**config.mk**
```make
export PLATFORM = sky130hd
export DESIGN_NAME = interrupt_controller
export DESIGN_NICKNAME = d
export VERILOG_FILES = /design/src/rtl/interrupt_controller.sv
export SDC_FILE = /design/constraint.sdc
export NUM_CORES = 1
export LEC_CHECK = 0
export BUFFER_PORTS_ARGS = -buffer_cell sky130_fd_sc_hd__buf_2
export CAP_MARGIN = 10
export CORE_AREA = 4 4 68 70
export CTS_CLUSTER_DIAMETER = 120
export DETAILED_ROUTE_END_ITERATION = 10
export DIE_AREA = 0 0 72 74
export PLACE_DENSITY = 0.72
export SLEW_MARGIN = 40
export SYNTH_ARGS = -nofsm -noshare
export SYNTH_HDL_FRONTEND = slang
export SYNTH_SLANG_ARGS = --single-unit
```
**constraint.sdc**
```tcl
create_clock -name clk -period 3 [get_ports clk]
set_clock_uncertainty 0.2 [all_clocks]
set_input_delay 0.6 -clock clk [delete_from_list [all_inputs] [get_ports clk]]
set_output_delay 0.6 -clock clk [all_outputs]
set_load 0.01 [all_outputs]
```
**src/rtl/interrupt_controller.sv**
```systemverilog
// rtl/interrupt_controller.sv - prioritising maskable + NMI interrupt controller
// Edge-detects requests, arbitrates lowest unmasked index, handshakes via INT/NMI/INTD.
module interrupt_controller #(
  parameter int NUM_IRQ = 8,
  parameter int VEC_W   = 3
) (
  input  logic               clk,
  input  logic               rst_n,
  input  logic [NUM_IRQ-1:0] irq,
  input  logic               nmiReq,
  input  logic               maskWe,
  input  logic [NUM_IRQ-1:0] maskData,
  input  logic               isInterrupted,
  input  logic               INA,
  input  logic               eoi,
  input  logic               nmiEoi,
  output logic               INT,
  output logic               NMI,
  output logic               INTD,
  output logic [VEC_W-1:0]   vector,
  output logic               vectorValid,
  output logic [NUM_IRQ-1:0] pending
);

  typedef enum logic [1:0] {M_IDLE, M_REQ, M_SERVICE} m_state_t;
  typedef enum logic [1:0] {N_IDLE, N_REQ, N_SERVICE} n_state_t;

  m_state_t           m_state, m_next;
  n_state_t           n_state, n_next;
  logic [NUM_IRQ-1:0] irq_q, mask, unmasked, clr, pend_next;
  logic               nmi_q, nmi_pend, nmi_take, nmi_pend_next, has_req, m_ack;
  logic [VEC_W-1:0]   sel;

  always_comb begin
    unmasked = pending & ~mask;
    has_req  = |unmasked;
    sel      = '0;
    for (int i = NUM_IRQ - 1; i >= 0; i--) begin
      if (unmasked[i]) sel = VEC_W'(i);
    end

    m_next = m_state;
    m_ack  = 1'b0;
    clr    = '0;
    case (m_state)
      M_IDLE:    if (has_req) m_next = M_REQ;
      M_REQ: begin
        if (!has_req) begin
          m_next = M_IDLE;
        end else if (isInterrupted && INA) begin
          m_next = M_SERVICE;
          m_ack  = 1'b1;
          clr    = NUM_IRQ'(1) << sel;
        end
      end
      M_SERVICE: if (eoi) m_next = M_IDLE;
      default:   m_next = M_IDLE;
    endcase

    // nmi_pend is consumed when NMI is raised so edges arriving during
    // N_REQ/N_SERVICE are remembered once and re-request after nmiEoi.
    n_next   = n_state;
    nmi_take = 1'b0;
    case (n_state)
      N_IDLE: if (nmi_pend) begin
        n_next   = N_REQ;
        nmi_take = 1'b1;
      end
      N_REQ:     if (isInterrupted && !INA) n_next = N_SERVICE;
      N_SERVICE: if (nmiEoi) n_next = N_IDLE;
      default:   n_next = N_IDLE;
    endcase

    // New edges win over a same-cycle acknowledge clear.
    pend_next     = (pending & ~clr) | (irq & ~irq_q);
    nmi_pend_next = (nmi_pend & ~nmi_take) | (nmiReq & ~nmi_q);
  end

  always_ff @(posedge clk or negedge rst_n) begin
    if (!rst_n) begin
      m_state     <= M_IDLE;
      n_state     <= N_IDLE;
      irq_q       <= '0;
      nmi_q       <= 1'b0;
      mask        <= '1;
      nmi_pend    <= 1'b0;
      pending     <= '0;
      INT         <= 1'b0;
      NMI         <= 1'b0;
      INTD        <= 1'b0;
      vector      <= '0;
      vectorValid <= 1'b0;
    end else begin
      m_state     <= m_next;
      n_state     <= n_next;
      irq_q       <= irq;
      nmi_q       <= nmiReq;
      nmi_pend    <= nmi_pend_next;
      pending     <= pend_next;
      if (maskWe) mask <= maskData;
      if (m_ack) vector <= sel;
      INT         <= (m_next == M_REQ);
      NMI         <= (n_next == N_REQ);
      INTD        <= (m_next == M_SERVICE) || (n_next == N_SERVICE);
      vectorValid <= (m_next == M_SERVICE);
    end
  end

endmodule

```
==> impl_metrics.json <==
{
  "status": "finished, final reports clean",
  "r2r-start": "mask[4]$_DFFE_PN1P_",
  "io_pins": 39,
  "crit_type": "flip-flop to flip-flop",
  "cts_resized": 0,
  "rrSetupSlack_ns": 1.12,
  "finalCriticalPeriod_ns": 1.882,
  "synth_area_per_cell_um2": 12.31,
  "die_y_um": 74,
  "worstSetupStartpointType": "flip-flop",
  "portBuffers": 38,
  "grt_pass1_wl_mm": 5.464,
  "vias_per_cell": 5.105,
  "cp-end-kind": "flip-flop",
  "cpMaxStageDelayCell": "dfstp_2",
  "drt-pass1-iter-count": 4,
  "worst_slew_pin_slew_ns": 0.4477,
  "grt_overflow_total": 0,
  "dp_hpwl_mm": 2.451,
  "drt.antenna.violating_nets": 0,
  "num_antenna_cells": 0,
  "finalCritPeriodShare_pct": 62.73,
  "synthDistinctLibCells": 38,
  "cp-startpoint": "mask[4]$_DFFE_PN1P_",
  "yosys_warnings": 0,
  "relSlewSlack_pct": 70.15,
  "gp_congestion": 0.8011,
  "worst_slack_ns": 1.118,
  "clk-insertion-delay-late_ns": 0.28,
  "crit_chain": "nand2b_1 > o2111ai_1 > o21ai_0 > nand3b_1",
  "fin_setup_tns_ns": 0,
  "cts_made_buffers": 5,
  "area_growth_pct": 23.17,
  "reg2regPathDepth": 4,
  "grt_setup_unrepaired": "no",
  "postCtsSetupRepairBufs": 0,
  "yosysSeqAreaShare_pct": 60.81,
  "nets": 192,
  "synth_flop_cell": "dfrtp_1",
  "htree_num_levels": 2,
  "grt_pass1_vias": 1178,
  "synth_seq_cells": 37,
  "cp_num_buf_inv": 0,
  "utilization_pct": 47.73,
  "yosysMostFrequentCell": "dfrtp_1",
  "synthesis.nets": 149,
  "worst_path_dominant_cell_family": "compound AO/OA/AOI/OAI gates",
  "rows": 23,
  "drt-total-wl_mm": 3.223,
  "async_flop_share_pct": 100.0,
  "worstPathMaxFanout": 5,
  "fill_cells": 368,
  "hold_buffers": 0,
  "drc": 0,
  "report.final.slew_viol_count": 0,
  "leakage_nw": 0.8592,
  "track_usage_pct": 13.65,
  "drtIter0Drc": 66,
  "arrival_ns": 1.84,
  "syn-cell-area_um2": 1539,
  "die-area_um2": 5328,
  "fin_area_um2": 1896,
  "max_freq_ghz": 0.5313,
  "layout.cells.non_filler": 219,
  "placed_area_um2": 1777,
  "finalHoldViolCount": 0,
  "wl_per_cell_um": 14.72,
  "start_util_pct": 38.75,
  "synth_area_leaders": "dfrtp_1, dfstp_2, mux2_2",
  "clk_path_buf_depth": 2,
  "dp.cells": 211,
  "clock_sinks": 37,
  "p_per_area_nw_per_um2": 677.6,
  "hold_class": "input port to async pin",
  "root_buffer": "clkbuf_8",
  "grt_max_degree": 38,
  "max_cap_viol_count": 0,
  "num_vias": 1118,
  "cp_slowest_stage_delay_ns": 0.54,
  "path_clk_slew_ns": 0.07,
  "crit_required_ns": 2.96,
  "synth_edf_count": 0,
  "drive_gt1_share_pct": 39.05,
  "pre_cts_ws_ns": 0.9779,
  "core_um2": 3971,
  "syn-instance-count": 125,
  "die_x_um": 72,
  "antenna_found_initial": 0,
  "peakVddDrop_mv": 0.2917,
  "ys_top_cells_by_count": "dfrtp_1, o21ai_0, inv_1, dfstp_2, mux2_2",
  "finalSetupViolCount": 0,
  "crit_end": "INTD$_DFF_PN0_",
  "critical_path_cell_count": 4,
  "cts_tree": "built",
  "netlist.area_leader.share_pct": 47.15,
  "rr_endpoint": "INTD$_DFF_PN0_",
  "synth_top_area_cell": "dfrtp_1"
}
-- flip-flops by register name (all words and copies together) (netlist names) --
| name | count |
|---|---|
| INT | 1 |
| INTD | 1 |
| NMI | 1 |
| irq_q | 8 |
| m_state | 2 |
| mask | 8 |
| n_state | 2 |
| nmi_pend | 1 |
| nmi_q | 1 |
| pending | 8 |
| vector | 3 |
| vectorValid | 1 |
-- placed cells by master, fill, tap and decap left out, drive strengths merged, types with 2 or more instances in the layout --
cell and n:
buf 38, dfrtp 29, o21ai 12, inv 10, mux2 8, dfstp 8, clkbuf 7, nand2b 6
nand2 5, nand3 4, nor2 3, or2b 3, nand3b 3, o21a 3, nor2b 3, a211oi 2
a311oi 2, o211ai 2, o221ai 2, a21oi 2
-- per-layer routing --
metal / routed length [um] / track usage, %
met4: 140 / 8.768
met5: 0 / 0
met2: 1547 / 22.24
met3: 208 / 4.054
met1: 1327 / 15.81
-- power by group --
group          switching, mW  leakage, nW  internal, mW
logic                  0.122        0.394         0.102
registers             0.0489        0.407         0.578
clock network          0.162       0.0585         0.271
-- logic make-up (layout without fill, tap and decap cells) --
logic type             Yosys count  in the layout  share of synthesized area (%)
flip-flops                      37             37                          60.81
AO/OA/AOI/OAI                   36             36                          16.34
AND/OR/NAND/NOR                 32             32                          13.58
multiplexers                     8              8                          5.854
buffers and inverters           12             56                          3.415
-- how the worst min path moves through the flow --
stage,slack (ns),endpoint,startpoint,cells after the start
floorplan,0.10,INT$_DFF_PN0_,rst_n,0
global placement,0.20,pending[2]$_DFF_PN0_,irq_q[2]$_DFF_PN0_,1
detailed placement,0.21,nmi_pend$_DFF_PN0_,nmi_q$_DFF_PN0_,1
CTS,0.22,vector[1]$_DFFE_PN0P_,rst_n,1
global route,0.09,irq_q[4]$_DFF_PN0_,rst_n,1
finish,0.06,irq_q[4]$_DFF_PN0_,rst_n,1
-- cell type report --
cell class | count | area (um^2) | share of cell area [%]
tap | 50 | 62.56 | 3.300
timing repair buffer | 38 | 192.7 | 10.17
sequential | 37 | 935.9 | 49.37
multi-input combinational | 76 | 550.5 | 29.04
inverter | 10 | 37.54 | 1.980
clock inverter | 1 | 30.03 | 1.584
clock buffer | 7 | 86.33 | 4.554
-- worst register-to-register path: stages (launching register included) --
cell	delay, ns
dfstp_2	0.54
nand2b_1	0.22
o2111ai_1	0.26
o21ai_0	0.43
nand3b_1	0.12
-- stage by stage --
stage,power (mW),hold WS [ns]
CTS,1.297,0.2154
finish,1.284,0.06358
detailed placement,0.8599,0.2090
global route,1.358,0.09406
floorplan,0.7617,0.1044
global placement,0.8471,0.2002
Note: power is estimated with default switching activity, not from simulation.
